File: config.mk
export PLATFORM = sky130hd
export DESIGN_NAME = load_store_unit_flat
export DESIGN_NICKNAME = d
export VERILOG_FILES = /design/src/rtl/riscv_pkg.sv /design/src/rtl/load_store_unit_if.sv /design/src/rtl/lsu_align.sv /design/src/rtl/load_store_unit.sv /design/src/flat_wrapper.sv
export SDC_FILE = /design/constraint.sdc
export NUM_CORES = 1
export LEC_CHECK = 0
export BUFFER_PORTS_ARGS = -buffer_cell sky130_fd_sc_hd__buf_2
export CAP_MARGIN = 0
export CORE_MARGIN = 2
export CORE_UTILIZATION = 45
export DETAILED_ROUTE_END_ITERATION = 8
export PLACE_DENSITY = 0.74
export SLEW_MARGIN = 20
export SYNTH_ARGS = -nofsm -noshare
export SYNTH_HDL_FRONTEND = slang
export SYNTH_HIERARCHICAL = 1
export SYNTH_SLANG_ARGS = --single-unit
File: constraint.sdc
create_clock -name clock -period 4.8 [get_ports clock]
set_input_delay 0.96 -clock clock [delete_from_list [all_inputs] [get_ports clock]]
set_output_delay 0.96 -clock clock [all_outputs]
set_load 0.02 [all_outputs]
File: src/rtl/riscv_pkg.sv
// Shared load/store definitions: access-size encodings, LSU state encoding,
// fault codes and the captured-request record.
package riscv_pkg;

  localparam int unsigned XLEN = 32;

  localparam logic [2:0] F3_B  = 3'b000;
  localparam logic [2:0] F3_H  = 3'b001;
  localparam logic [2:0] F3_W  = 3'b010;
  localparam logic [2:0] F3_BU = 3'b100;
  localparam logic [2:0] F3_HU = 3'b101;

  typedef enum logic [1:0] {
    ST_IDLE = 2'b00,
    ST_BUSY = 2'b01,
    ST_DONE = 2'b10
  } lsu_state_e;

  localparam logic [1:0] FAULT_NONE     = 2'b00;
  localparam logic [1:0] FAULT_MISALIGN = 2'b01;
  localparam logic [1:0] FAULT_TIMEOUT  = 2'b10;
  localparam logic [1:0] FAULT_ILLEGAL  = 2'b11;

  // Fields of the accepted instruction still needed after the bus request is issued
  typedef struct packed {
    logic [2:0] funct3;
    logic [1:0] addr_lo;
    logic [4:0] rd;
    logic       we;
  } lsu_req_t;

endpackage

File: src/rtl/load_store_unit_if.sv
// Data-memory bus between the load/store unit (master) and memory (slave).
interface load_store_unit_if;
  import riscv_pkg::*;

  logic            req;
  logic            we;
  logic [XLEN-1:0] addr;
  logic [3:0]      be;
  logic [XLEN-1:0] wdata;
  logic            ack;
  logic [XLEN-1:0] rdata;

  modport master (output req, we, addr, be, wdata, input ack, rdata);
  modport slave  (input req, we, addr, be, wdata, output ack, rdata);
endinterface

File: src/rtl/lsu_align.sv
// Byte-lane steering for stores, lane extraction/extension for loads,
// and legality checks for a funct3/address pair.
module lsu_align
  import riscv_pkg::*;
(
  input  logic [2:0]      funct3,
  input  logic [1:0]      addr_lo,
  input  logic            is_store,
  input  logic [XLEN-1:0] store_data,
  input  logic [XLEN-1:0] rdata,
  output logic [3:0]      be,
  output logic [XLEN-1:0] wdata,
  output logic [XLEN-1:0] load_data,
  output logic            misaligned,
  output logic            illegal
);

  logic [7:0]  lane_b;
  logic [15:0] lane_h;

  always_comb begin
    be         = 4'b0000;
    wdata      = '0;
    misaligned = 1'b0;
    illegal    = 1'b0;
    case (funct3)
      F3_B: begin
        be    = 4'(4'b0001 << addr_lo);
        wdata = {4{store_data[7:0]}};
      end
      F3_H: begin
        be         = addr_lo[1] ? 4'b1100 : 4'b0011;
        wdata      = {2{store_data[15:0]}};
        misaligned = addr_lo[0];
      end
      F3_W: begin
        be         = 4'b1111;
        wdata      = store_data;
        misaligned = (addr_lo != 2'b00);
      end
      F3_BU: illegal = is_store;
      F3_HU: begin
        illegal    = is_store;
        misaligned = addr_lo[0];
      end
      default: illegal = 1'b1;
    endcase
  end

  // Select the addressed lane, then sign- or zero-extend to a full word
  always_comb begin
    lane_b    = 8'(rdata >> {addr_lo, 3'b000});
    lane_h    = addr_lo[1] ? rdata[31:16] : rdata[15:0];
    load_data = '0;
    case (funct3)
      F3_B:    load_data = {{24{lane_b[7]}}, lane_b};
      F3_H:    load_data = {{16{lane_h[15]}}, lane_h};
      F3_W:    load_data = rdata;
      F3_BU:   load_data = {24'h000000, lane_b};
      F3_HU:   load_data = {16'h0000, lane_h};
      default: load_data = '0;
    endcase
  end

endmodule

File: src/rtl/load_store_unit.sv
// Multi-cycle load/store unit: accepts one EX memory op, runs it on the
// data-memory bus with a timeout, and presents the result for one DONE cycle.
module load_store_unit
  import riscv_pkg::*;
#(
  parameter int unsigned TIMEOUT_CYCLES = 16
) (
  input  logic                clock,
  input  logic                reset,
  input  logic                ex_valid,
  input  logic                ex_mem_re,
  input  logic                ex_mem_we,
  input  logic [2:0]          ex_funct3,
  input  logic [XLEN-1:0]     ex_addr,
  input  logic [XLEN-1:0]     ex_store_data,
  input  logic [4:0]          ex_addr_rd,
  output logic                stall,
  load_store_unit_if.master   dmem,
  output logic                wb_valid,
  output logic                wb_write,
  output logic [4:0]          wb_rd,
  output logic [XLEN-1:0]     wb_data,
  output logic                fault,
  output logic [1:0]          fault_code
);

  localparam int unsigned CNT_W = $clog2(TIMEOUT_CYCLES + 1);

  lsu_state_e       state;
  lsu_req_t         req_q;
  logic [CNT_W-1:0] busy_cnt;

  logic            mem_op;
  logic            op_is_store;
  logic [2:0]      al_funct3;
  logic [1:0]      al_addr_lo;
  logic            al_is_store;
  logic [3:0]      al_be;
  logic [XLEN-1:0] al_wdata;
  logic [XLEN-1:0] al_load_data;
  logic            al_misaligned;
  logic            al_illegal;

  assign mem_op      = ex_valid && (ex_mem_re || ex_mem_we);
  assign op_is_store = !ex_mem_re && ex_mem_we;
  assign stall       = !reset && ((state == ST_BUSY) || ((state == ST_IDLE) && mem_op));

  // Aligner looks at the presented instruction in IDLE, the captured one afterwards
  always_comb begin
    al_funct3   = req_q.funct3;
    al_addr_lo  = req_q.addr_lo;
    al_is_store = req_q.we;
    if (state == ST_IDLE) begin
      al_funct3   = ex_funct3;
      al_addr_lo  = ex_addr[1:0];
      al_is_store = op_is_store;
    end
  end

  lsu_align u_align (
    .funct3     (al_funct3),
    .addr_lo    (al_addr_lo),
    .is_store   (al_is_store),
    .store_data (ex_store_data),
    .rdata      (dmem.rdata),
    .be         (al_be),
    .wdata      (al_wdata),
    .load_data  (al_load_data),
    .misaligned (al_misaligned),
    .illegal    (al_illegal)
  );

  always_ff @(posedge clock) begin
    if (reset) begin
      state      <= ST_IDLE;
      req_q      <= '0;
      busy_cnt   <= '0;
      dmem.req   <= 1'b0;
      dmem.we    <= 1'b0;
      dmem.addr  <= '0;
      dmem.be    <= '0;
      dmem.wdata <= '0;
      wb_valid   <= 1'b0;
      wb_write   <= 1'b0;
      wb_rd      <= '0;
      wb_data    <= '0;
      fault      <= 1'b0;
      fault_code <= FAULT_NONE;
    end else begin
      fault <= 1'b0;
      case (state)
        ST_IDLE: begin
          if (mem_op) begin
            req_q    <= '{funct3: ex_funct3, addr_lo: ex_addr[1:0], rd: ex_addr_rd, we: op_is_store};
            busy_cnt <= '0;
            if (al_illegal || al_misaligned) begin
              state      <= ST_DONE;
              wb_valid   <= 1'b1;
              wb_write   <= 1'b0;
              wb_rd      <= ex_addr_rd;
              wb_data    <= '0;
              fault      <= 1'b1;
              fault_code <= al_illegal ? FAULT_ILLEGAL : FAULT_MISALIGN;
            end else begin
              state      <= ST_BUSY;
              dmem.req   <= 1'b1;
              dmem.we    <= op_is_store;
              dmem.addr  <= {ex_addr[XLEN-1:2], 2'b00};
              dmem.be    <= al_be;
              dmem.wdata <= al_wdata;
            end
          end
        end
        ST_BUSY: begin
          if (dmem.ack || (busy_cnt == CNT_W'(TIMEOUT_CYCLES - 1))) begin
            state      <= ST_DONE;
            dmem.req   <= 1'b0;
            dmem.we    <= 1'b0;
            dmem.addr  <= '0;
            dmem.be    <= '0;
            dmem.wdata <= '0;
            wb_valid   <= 1'b1;
            wb_rd      <= req_q.rd;
            if (dmem.ack) begin
              wb_write <= !req_q.we && (req_q.rd != 5'd0);
              wb_data  <= req_q.we ? '0 : al_load_data;
            end else begin
              wb_write   <= 1'b0;
              wb_data    <= '0;
              fault      <= 1'b1;
              fault_code <= FAULT_TIMEOUT;
            end
          end else begin
            busy_cnt <= busy_cnt + CNT_W'(1);
          end
        end
        ST_DONE: begin
          state      <= ST_IDLE;
          wb_valid   <= 1'b0;
          wb_write   <= 1'b0;
          wb_rd      <= '0;
          wb_data    <= '0;
          fault_code <= FAULT_NONE;
        end
        default: state <= ST_IDLE;
      endcase
    end
  end

endmodule

File: src/flat_wrapper.sv
// flat-port wrapper written by rule: the top's interface ports become plain ports
module load_store_unit_flat import riscv_pkg::*;
#(
  parameter int unsigned TIMEOUT_CYCLES = 16
)
  (clock, reset, ex_valid, ex_mem_re, ex_mem_we, ex_funct3, ex_addr, ex_store_data, ex_addr_rd, stall, wb_valid, wb_write, wb_rd, wb_data, fault, fault_code, dmem_req, dmem_we, dmem_addr, dmem_be, dmem_wdata, dmem_ack, dmem_rdata);
  load_store_unit_if dmem_i ();
  input  logic clock;
  input  logic reset;
  input  logic ex_valid;
  input  logic ex_mem_re;
  input  logic ex_mem_we;
  input  logic [2:0] ex_funct3;
  input  logic [XLEN-1:0] ex_addr;
  input  logic [XLEN-1:0] ex_store_data;
  input  logic [4:0] ex_addr_rd;
  output logic stall;
  output logic wb_valid;
  output logic wb_write;
  output logic [4:0] wb_rd;
  output logic [XLEN-1:0] wb_data;
  output logic fault;
  output logic [1:0] fault_code;
  output wire logic [$bits(dmem_i.req)-1:0] dmem_req;
  output wire logic [$bits(dmem_i.we)-1:0] dmem_we;
  output wire logic [$bits(dmem_i.addr)-1:0] dmem_addr;
  output wire logic [$bits(dmem_i.be)-1:0] dmem_be;
  output wire logic [$bits(dmem_i.wdata)-1:0] dmem_wdata;
  input wire logic [$bits(dmem_i.ack)-1:0] dmem_ack;
  input wire logic [$bits(dmem_i.rdata)-1:0] dmem_rdata;
  assign dmem_req = dmem_i.req;
  assign dmem_we = dmem_i.we;
  assign dmem_addr = dmem_i.addr;
  assign dmem_be = dmem_i.be;
  assign dmem_wdata = dmem_i.wdata;
  assign dmem_i.ack = dmem_ack;
  assign dmem_i.rdata = dmem_rdata;
  load_store_unit #(.TIMEOUT_CYCLES(TIMEOUT_CYCLES)) u_core (.clock(clock), .reset(reset), .ex_valid(ex_valid), .ex_mem_re(ex_mem_re), .ex_mem_we(ex_mem_we), .ex_funct3(ex_funct3), .ex_addr(ex_addr), .ex_store_data(ex_store_data), .ex_addr_rd(ex_addr_rd), .stall(stall), .dmem(dmem_i), .wb_valid(wb_valid), .wb_write(wb_write), .wb_rd(wb_rd), .wb_data(wb_data), .fault(fault), .fault_code(fault_code));
endmodule
==> results.json, run 1 <==
{
  "cts.sinks": 128,
  "met1_length_mm": 7.48,
  "synthMuxAreaShare_pct": 6.63,
  "setup_tns_ps": 0,
  "die_h_um": 120,
  "grt_pass1_vias": 5344,
  "drive_gt1_share_pct": 32.9,
  "cts_tree": "yes",
  "worst_pin_slew_ps": 949,
  "start_util_pct": 46.0,
  "synthSimpleGateAreaFrac_pct": 16.3,
  "viasPerCell": 5.50,
  "required_ps": 5160,
  "p_leak_uw": 0.00355,
  "via_count": 5927,
  "setup_viol": 0,
  "synth-compound-area-share_pct": 27.3,
  "synth_xor_area_share_pct": 0,
  "hold_violations": 0,
  "syn-cell-area_um2": 6070,
  "avgSynthCellArea_um2": 8.60,
  "whs_ps": 453,
  "wl_per_cell_um": 16.2,
  "rows": 42,
  "end_kind": "flip-flop",
  "routed_wl_mm": 17.5,
  "status": "finished, final reports clean",
  "grtUsageTotal_pct": 23.5,
  "finalCritPeriodShare_pct": 80.7,
  "rsz0062_at_grt": "no",
  "dr.first_iter.drc_count": 577,
  "synth-seq-cells": 128,
  "cts_repair_resize_count": 0,
  "peakVddDrop_uv": 672,
  "antenna_found_initial": 2,
  "ios": 223,
  "drtAntennaViolNets": 0,
  "synth-async-reset-ratio_pct": 0,
  "ys_warn_count": 6,
  "hpwl_mm": 12.1,
  "slew_headroom_pct": 36.7,
  "path_clk_slew_ps": 60,
  "fin_crit_ps": 3870,
  "slew_viol_final": 0,
  "postCtsSetupBuffers": 0,
  "power.density_nw_per_um2": 667,
  "synthDistinctLibCells": 46,
  "worstSetupStartpointType": "flip-flop",
  "crit_path_max_fanout": 48,
  "yosys.area_share.adder_pct": 1.24,
  "synth_top_family_by_area": "compound AO/OA/AOI/OAI gates",
  "drcViolationCount": 0,
  "nets": 1004,
  "hp-class": "flip-flop to flip-flop",
  "port_buffers": 220,
  "htreeDepth": 4,
  "die-area_um2": 14400,
  "cts_made_buffers": 17,
  "overflow": 0,
  "area_growth_pct": 28.0,
  "grt_pass1_wl_mm": 27.2,
  "met2_length_mm": 8.17,
  "crit_chain": "inv_1 > ha_1 > buf_4 > mux2_2 > nor2b_1 > nand2_1 > o21ai_0 > o21ai_0 > o211ai_1 > and2_2 > buf_4 > a22o_1",
  "cts_hold_buf": 0,
  "synth-edff-count": 0,
  "ys_seq_area_share_pct": 42.2,
  "grt_max_degree": 68,
  "clock_latency_ps": 420,
  "root_buffer": "clkbuf_16",
  "wl_met3_mm": 1.50,
  "place_inst": 1045,
  "gp_congestion": 0.843,
  "critPathMaxStageDelay_ps": 810,
  "fmax_mhz": 258,
  "die_x_um": 120,
  "fin_cells": 1078,
  "cp.arrival_ps": 4230,
  "dr.pass1.iters": 5,
  "critical_path_class": "flip-flop to flip-flop",
  "core_um2": 13200,
  "cts_buffer_depth": 2,
  "final.setup_skew_ps": 7.37,
  "cap_viol_max_count": 0,
  "syn_inst": 706,
  "crit_slowest_cell": "and2_2",
  "top_layer": "met4",
  "synth_top_flop_cell": "dfxtp_1"
}
[cells in the final DEF (no fill, tap or decap), drive strengths merged, types with 14 or more instances in the layout]
| cell type | count |
|---|---|
| a21o | 16 |
| a21oi | 70 |
| a22o | 67 |
| buf | 232 |
| clkbuf | 18 |
| dfxtp | 128 |
| mux2 | 23 |
| mux2i | 14 |
| nand2 | 107 |
| nand3 | 48 |
| nor2 | 20 |
| o211ai | 19 |
| o21ai | 42 |
[layout make-up]
cell class              instances  area, um2
fillers                      1249       5420
multi-input cells             503       3140
flip-flops and latches        128       2560
repair buffers                232       1200
clock buffers                  18        439
well taps                     176        220
clock inverters                14        183
inverters                       6       22.5
diodes                          1       2.50
[synthesized netlist by cell type, types with 2 or more instances]
| cell | instances | share of area, % |
|---|---|---|
| a22o_1 | 67 | 9.7 |
| buf_6 | 3 | 0.56 |
| buf_4 | 7 | 0.87 |
| and3_1 | 2 | 0.21 |
| nand2b_1 | 11 | 1.1 |
| a211oi_1 | 7 | 0.87 |
| nor2b_1 | 9 | 0.93 |
| o21ai_0 | 41 | 3.4 |
| mux2_2 | 22 | 4.1 |
| nand2_1 | 107 | 6.6 |
| nor2_1 | 20 | 1.2 |
| buf_2 | 37 | 3.0 |
| o211ai_1 | 19 | 2.3 |
| dfxtp_1 | 128 | 42 |
| o21a_1 | 5 | 0.62 |
| a21o_1 | 16 | 2.0 |
| inv_1 | 5 | 0.31 |
| ha_1 | 6 | 1.2 |
| clkbuf_1 | 21 | 1.3 |
| nand3_1 | 48 | 4.0 |
| a311oi_1 | 2 | 0.29 |
| and2_1 | 10 | 1.0 |
| a21oi_1 | 70 | 5.8 |
| a22oi_1 | 2 | 0.25 |
| mux2i_1 | 14 | 2.3 |
| o22ai_1 | 7 | 0.72 |
[stage by stage]
step                instance area, um2  util (%)  setup WS (ps)  total power (uW)
floorplan                         6080         -           1460              3300
global placement                  7150      54.2            902              3810
detailed placement                7150      54.2            826              3830
CTS                               7770      58.9            976              5200
global route                      7770      58.9            621              5500
finish                            7770      58.9            927              5190
[where the power goes]
part / total (uW) / internal, uW / switching, uW / leakage (uW)
registers: 1400 / 1290 / 114 / 0.00104
clock network: 1350 / 839 / 508 / 0.000299
logic: 2440 / 886 / 1550 / 0.00221
total: 5190 / 3010 / 2180 / 0.00355
[per-layer routing]
metal	global-route usage, %	vias up
met5	0	-
met4	8.60	0
met3	7.41	22
met2	37.4	224
met1	29.9	2775
li1	-	2906
[path summary, 6_finish.rpt]
path              cells past startpoint  slack [ps]                           from                           endpoint
setup / recovery                     12         930   u_core/state[0]$_SDFFE_PP0P_  u_core/dmem.addr[18]$_SDFFE_PP0P_
hold / removal                        2         450  u_core/req_q[10]$_SDFFE_PP0P_      u_core/req_q[10]$_SDFFE_PP0P_
setup reg to reg                     12         930   u_core/state[0]$_SDFFE_PP0P_  u_core/dmem.addr[18]$_SDFFE_PP0P_
hold reg to reg                       2         450  u_core/req_q[10]$_SDFFE_PP0P_      u_core/req_q[10]$_SDFFE_PP0P_
[flip-flops by register name, indices dropped and copies added, names as in the netlist, 2 cells and up]
signal	count
u_core/wb_data	32
u_core/busy_cnt	5
u_core/req_q	11
u_core/dmem.addr	30
u_core/dmem.be	4
u_core/fault_code	2
u_core/dmem.wdata	32
u_core/state	2
u_core/wb_rd	5
[worst max-delay path: cells and delay by family, from the launching register on]
family | cells | cell delay [ps]
and+or+nand+nor | 3 | 1110
DFF | 1 | 380
buffers and inverters | 3 | 680
muxes | 1 | 670
AOI/OAI and AO/OA | 4 | 700
adders and majority gates | 1 | 240
[kinds of logic (layout without fill, tap and decap cells)]
logic type / Yosys count / after routing
buffers and inverters: 76 / 270
DFF: 128 / 128
other: 1 / 3
adders and majority gates: 6 / 6
and+or+nand+nor: 216 / 216
AOI/OAI and AO/OA: 242 / 242
muxes: 37 / 37
(Power assumes the default switching activity.)
==> inputs of run 2 (changes only) <==
--- a/config.mk
+++ b/config.mk
@@ -10,7 +10,7 @@
 export CORE_MARGIN = 2
 export CORE_UTILIZATION = 45
 export DETAILED_ROUTE_END_ITERATION = 8
-export PLACE_DENSITY = 0.74
+export PLACE_DENSITY = 0.77
 export SLEW_MARGIN = 20
 export SYNTH_ARGS = -nofsm -noshare
 export SYNTH_HDL_FRONTEND = slang
==> constraint.sdc (replaced) <==
create_clock -name clock -period 3.4 [get_ports clock]
set_input_delay 0.68 -clock clock [delete_from_list [all_inputs] [get_ports clock]]
set_output_delay 0.68 -clock clock [all_outputs]
set_load 0.02 [all_outputs]
==> run 2 against run 1 <==
Compared with the run above:
- die area did not move
- count of clock-buffer cells in the layout did not move
- via count rose by 0.39%
- worst hold slack got worse by 0.73 ps
- wire length rose by 2.9%
- sequential share of layout area fell by 0.20 points
- setup slack got worse by 700 ps
- critical endpoint is now u_core/dmem.addr[21]$_SDFFE_PP0P_
- power rose by 41%
- global-route usage rose by 0.63 points
- cell count rose by 0.56%
- sequential cell count did not move
==> results.json, run 2 (synthesis gave the netlist of run 1 again) <==
{
  "finalPower_uw": 7330,
  "hold_start": "u_core/wb_data[17]$_SDFFE_PP0P_",
  "cts_made_buffers": 17,
  "end_kind": "flip-flop",
  "dr.first_iter.drc_count": 522,
  "grt_pass1_wl_mm": 27.7,
  "final_cell_mix": "buf_2 (220), dfxtp_1 (128), nand2_1 (107)",
  "setup_tns_ps": 0,
  "path_clk_slew_ps": 60,
  "fmax_mhz": 315,
  "cts_buffer_depth": 2,
  "ios": 223,
  "slew_headroom_pct": 39.6,
  "rsz0062_at_grt": "no",
  "critPathTopFamily": "compound AO/OA/AOI/OAI gates",
  "critPathMaxStageDelay_ps": 520,
  "start_util_pct": 46.0,
  "crit_path_max_fanout": 43,
  "grt_pass1_vias": 5372,
  "root_buffer": "clkbuf_16",
  "finalCritPeriodShare_pct": 93.4,
  "cts_repair_resize_count": 0,
  "core_um2": 13200,
  "worst_pin_slew_ps": 906,
  "wl_per_cell_um": 16.6,
  "cap_viol_max_count": 0,
  "port_buffers": 220,
  "pre_cts_ws_ps": 257,
  "hold_end": "u_core/wb_data[17]$_SDFFE_PP0P_",
  "r2r_slack_ps": 220,
  "power.density_nw_per_um2": 938,
  "routed_wl_mm": 18.0,
  "drive_gt1_share_pct": 33.4,
  "top_regs": "u_core/dmem.wdata: 32 flops, u_core/wb_data: 32 flops, u_core/dmem.addr: 30 flops",
  "gp_congestion": 0.840,
  "worstSetupStartpointType": "flip-flop",
  "crit_slowest_cell": "mux2_2",
  "required_ps": 3710,
  "overflow": 0,
  "cts.sinks": 128,
  "via_count": 5950,
  "area_growth_pct": 28.8,
  "die_x_um": 120,
  "crit_buf_inv": 2,
  "status": "finished, final reports clean",
  "htreeDepth": 4,
  "peakVddDrop_uv": 486,
  "antenna_found_initial": 0,
  "worst_slack_ps": 225,
  "die-area_um2": 14400,
  "final_util_pct": 59.3,
  "die_h_um": 120,
  "setup_viol": 0,
  "final.setup_skew_ps": 8.00,
  "path_common_cell": "o21ai_0",
  "holdPathStages": 2,
  "cp.arrival_ps": 3480,
  "fin_crit_ps": 3180,
  "reg2regPathDepth": 11,
  "viasPerCell": 5.49,
  "cts_hold_buf": 0,
  "r2r_start": "u_core/state[0]$_SDFFE_PP0P_",
  "layout_commonest_cell": "buf_2",
  "cts_tree": "yes",
  "drtAntennaViolNets": 0,
  "placed_cell_area_um2": 7220,
  "r2r-end": "u_core/dmem.addr[21]$_SDFFE_PP0P_",
  "antenna_cells": 0,
  "postCtsSetupBuffers": 0,
  "crit_chain": "inv_1 > ha_1 > mux2_2 > nor2b_1 > nand2_1 > o21ai_0 > o21ai_0 > o211ai_1 > and2_2 > buf_12 > a22o_1",
  "nets": 1011,
  "slew_viol_final": 0,
  "dr.pass1.iters": 6,
  "drcViolationCount": 0,
  "hpwl_mm": 12.4,
  "rows": 42,
  "grtUsageTotal_pct": 24.1,
  "critical_path_class": "flip-flop to flip-flop",
  "clock_latency_ps": 410,
  "p_leak_uw": 0.00358,
  "hp-class": "flip-flop to flip-flop",
  "grt_max_degree": 81,
  "hold_violations": 0,
  "fin_area_um2": 7820
}
run 2: worst reg2reg max path: cells and delay by family, from the launching register on:
kind | cells | cell delay [ps]
compound gates | 4 | 820
fa+ha+maj | 1 | 410
buf+inv | 2 | 340
flops | 1 | 340
mux | 1 | 530
simple gates | 3 | 640
run 2: cell type report:
class                      count  area (um2)
fill                        1204        5370
multi-input combinational    503        3140
sequential                   128        2560
timing repair buffer         239        1280
clock buffer                  18         439
tap                          176         220
clock inverter                14         155
inverter                       6        22.5
run 2: where the power goes:
| part | switching (uW) | internal (uW) | leakage [uW] |
|---|---|---|---|
| clock network | 706 | 1110 | 0.000288 |
| logic | 2220 | 1320 | 0.00225 |
| registers | 165 | 1820 | 0.00104 |
| total | 3090 | 4240 | 0.00358 |
run 2: metal layers:
layer | track usage [%] | wire length (um)
met1 | 30.9 | 7660
met5 | 0 | 0
met3 | 6.42 | 1460
met2 | 39.1 | 8620
met4 | 8.90 | 240
run 2: worst max path at each step:
stage / start / endpoint / slack [ps] / cells past startpoint
after global routing: u_core/state[0]$_SDFFE_PP0P_ / u_core/dmem.wdata[12]$_SDFFE_PP0P_ / 20 / 11
final: u_core/state[0]$_SDFFE_PP0P_ / u_core/dmem.addr[21]$_SDFFE_PP0P_ / 220 / 11
after global placement: u_core/state[0]$_SDFFE_PP0P_ / u_core/dmem.wdata[11]$_SDFFE_PP0P_ / 320 / 11
after floorplan: u_core/state[0]$_SDFFE_PP0P_ / u_core/dmem.wdata[10]$_SDFFE_PP0P_ / 60 / 18
after CTS: u_core/state[0]$_SDFFE_PP0P_ / u_core/dmem.wdata[30]$_SDFFE_PP0P_ / 240 / 11
after detailed placement: u_core/state[0]$_SDFFE_PP0P_ / u_core/dmem.addr[21]$_SDFFE_PP0P_ / 260 / 11
run 2: stage by stage:
step	instances	hold WS, ps
2_1_floorplan	707	434
3_3_place_gp	1051	443
3_5_place_dp	1051	448
4_1_cts	1083	453
5_1_grt	1084	461
6_report	1084	452
==> inputs of run 3 (changes only) <==
--- a/config.mk
+++ b/config.mk
@@ -11,6 +11,7 @@
 export CORE_UTILIZATION = 45
 export DETAILED_ROUTE_END_ITERATION = 8
 export PLACE_DENSITY = 0.77
+export RECOVER_POWER = 100
 export SLEW_MARGIN = 20
 export SYNTH_ARGS = -nofsm -noshare
 export SYNTH_HDL_FRONTEND = slang
==> run 3 against run 2 <==
Compared with the run above:
- maximum frequency down 0.18%
- register-to-register slack about the same
- first-iteration DRC count up 5.0%
- clock skew up 0.71 ps
- worst hold slack better by 0.72 ps
==> results.json, run 3 (synthesis gave the netlist of run 1 again) <==
{
  "worst_slack_ps": 219,
  "grt_pass1_vias": 5372,
  "fin_cells": 1084,
  "crit_slowest_cell": "and2_2",
  "start_util_pct": 46.0,
  "port_buffers": 220,
  "peakVddDrop_uv": 490,
  "final_cell_mix": "dfxtp_1 (128), clkbuf_1 (113), buf_2 (110)",
  "slew_viol_final": 0,
  "drtAntennaViolNets": 0,
  "pre_cts_ws_ps": 257,
  "holdPathStages": 2,
  "top_regs": "u_core/dmem.wdata: 32 flops, u_core/wb_data: 32 flops, u_core/dmem.addr: 30 flops",
  "final.setup_skew_ps": 8.71,
  "crit_buf_inv": 2,
  "cts_repair_resize_count": 0,
  "placed_cell_area_um2": 7220,
  "grt_pass1_wl_mm": 27.7,
  "rsz0062_at_grt": "no",
  "path_common_cell": "o21ai_0",
  "cts_made_buffers": 17,
  "setup_tns_ps": 0,
  "power.density_nw_per_um2": 945,
  "htreeDepth": 4,
  "via_count": 5974,
  "critPathTopFamily": "compound AO/OA/AOI/OAI gates",
  "routed_wl_mm": 18.1,
  "area_growth_pct": 26.0,
  "dr.first_iter.drc_count": 548,
  "end_kind": "flip-flop",
  "cts_hold_buf": 0,
  "layout_commonest_cell": "dfxtp_1",
  "die_h_um": 120,
  "reg2regPathDepth": 11,
  "nets": 1011,
  "hold_start": "u_core/req_q[10]$_SDFFE_PP0P_",
  "required_ps": 3760,
  "overflow": 0,
  "postCtsSetupBuffers": 0,
  "cts.sinks": 128,
  "worstSetupStartpointType": "flip-flop",
  "hold_violations": 0,
  "fin_crit_ps": 3180,
  "antenna_cells": 0,
  "fmax_mhz": 314,
  "grt_max_degree": 81,
  "drive_gt1_share_pct": 20.6,
  "hpwl_mm": 12.4,
  "crit_start": "u_core/state[0]$_SDFFE_PP0P_",
  "finalCritPeriodShare_pct": 93.6,
  "path_clk_slew_ps": 60,
  "core_um2": 13200,
  "setup_viol": 0,
  "status": "finished, final reports clean",
  "ios": 223,
  "cts_buffer_depth": 2,
  "clock_latency_ps": 420,
  "worst_pin_slew_ps": 1100,
  "finalPower_uw": 7230,
  "gp_congestion": 0.840,
  "place_inst": 1051,
  "fin_area_um2": 7650,
  "cts_tree": "yes",
  "root_buffer": "clkbuf_16",
  "critPathMaxStageDelay_ps": 500,
  "r2r_start": "u_core/state[0]$_SDFFE_PP0P_",
  "hp-class": "flip-flop to flip-flop",
  "antenna_found_initial": 0,
  "rows": 42,
  "cap_viol_max_count": 0,
  "dr.pass1.iters": 6,
  "p_leak_uw": 0.00308,
  "cp.depth": 11,
  "die_x_um": 120,
  "wl_per_cell_um": 16.7,
  "crit_chain": "inv_1 > ha_1 > mux2_1 > nor2b_1 > o21ai_0 > o21ai_0 > o21ai_0 > o211ai_1 > and2_2 > buf_8 > a22o_1",
  "slew_headroom_pct": 26.9,
  "grtUsageTotal_pct": 24.1,
  "cp.arrival_ps": 3540,
  "die-area_um2": 14400,
  "viasPerCell": 5.51,
  "drcViolationCount": 0,
  "critical_path_class": "flip-flop to flip-flop",
  "crit_path_max_fanout": 43
}
==> run 3: cell count changes in the layout (fill, tap and decap cells not counted), sizes merged <==
cell	previous run	this run
clkbuf	19	132
buf	238	125
==> run 3: path summary, 6_finish.rpt <==
check | end | slack (ps)
min | u_core/req_q[10]$_SDFFE_PP0P_ | 450
max reg2reg | u_core/dmem.addr[21]$_SDFFE_PP0P_ | 220
min reg2reg | u_core/req_q[10]$_SDFFE_PP0P_ | 450
max | u_core/dmem.addr[21]$_SDFFE_PP0P_ | 220
==> run 3: power breakdown <==
group          switching, uW  leakage (uW)  internal, uW  total, uW
Sequential               174       0.00104          1820       1990
Clock                    705      0.000288          1110       1810
Combinational           2220       0.00176          1210       3430
==> run 3: cell type report <==
type                            count  area [um2]
Multi-Input combinational cell    503        3130
Clock inverter                     14         155
Timing Repair Buffer              239        1130
Clock buffer                       18         439
Tap cell                          176         220
Sequential cell                   128        2560
Inverter                            6        22.5
Fill cell                        1269        5540
==> run 3: worst min-delay path, stage by stage, from the launching register on <==
cell and delay, ps:
dfxtp_1 310, nand2_1 50, a21oi_1 50
==> run 3: per-stage QoR <==
step           hold WS (ps)  util (%)
2_1_floorplan           434         -
3_3_place_gp            443      54.7
3_5_place_dp            448      54.7
4_1_cts                 453      59.2
5_1_grt                 461      58.0
6_report                453      58.0
==> run 3: layer usage <==
layer / vias up / global-route usage, % / wire length [um]
li1: 2907 / - / -
met5: - / 0 / 0
met4: 0 / 8.90 / 303
met3: 19 / 6.42 / 1490
met1: 2796 / 30.9 / 7810
met2: 252 / 39.1 / 8540
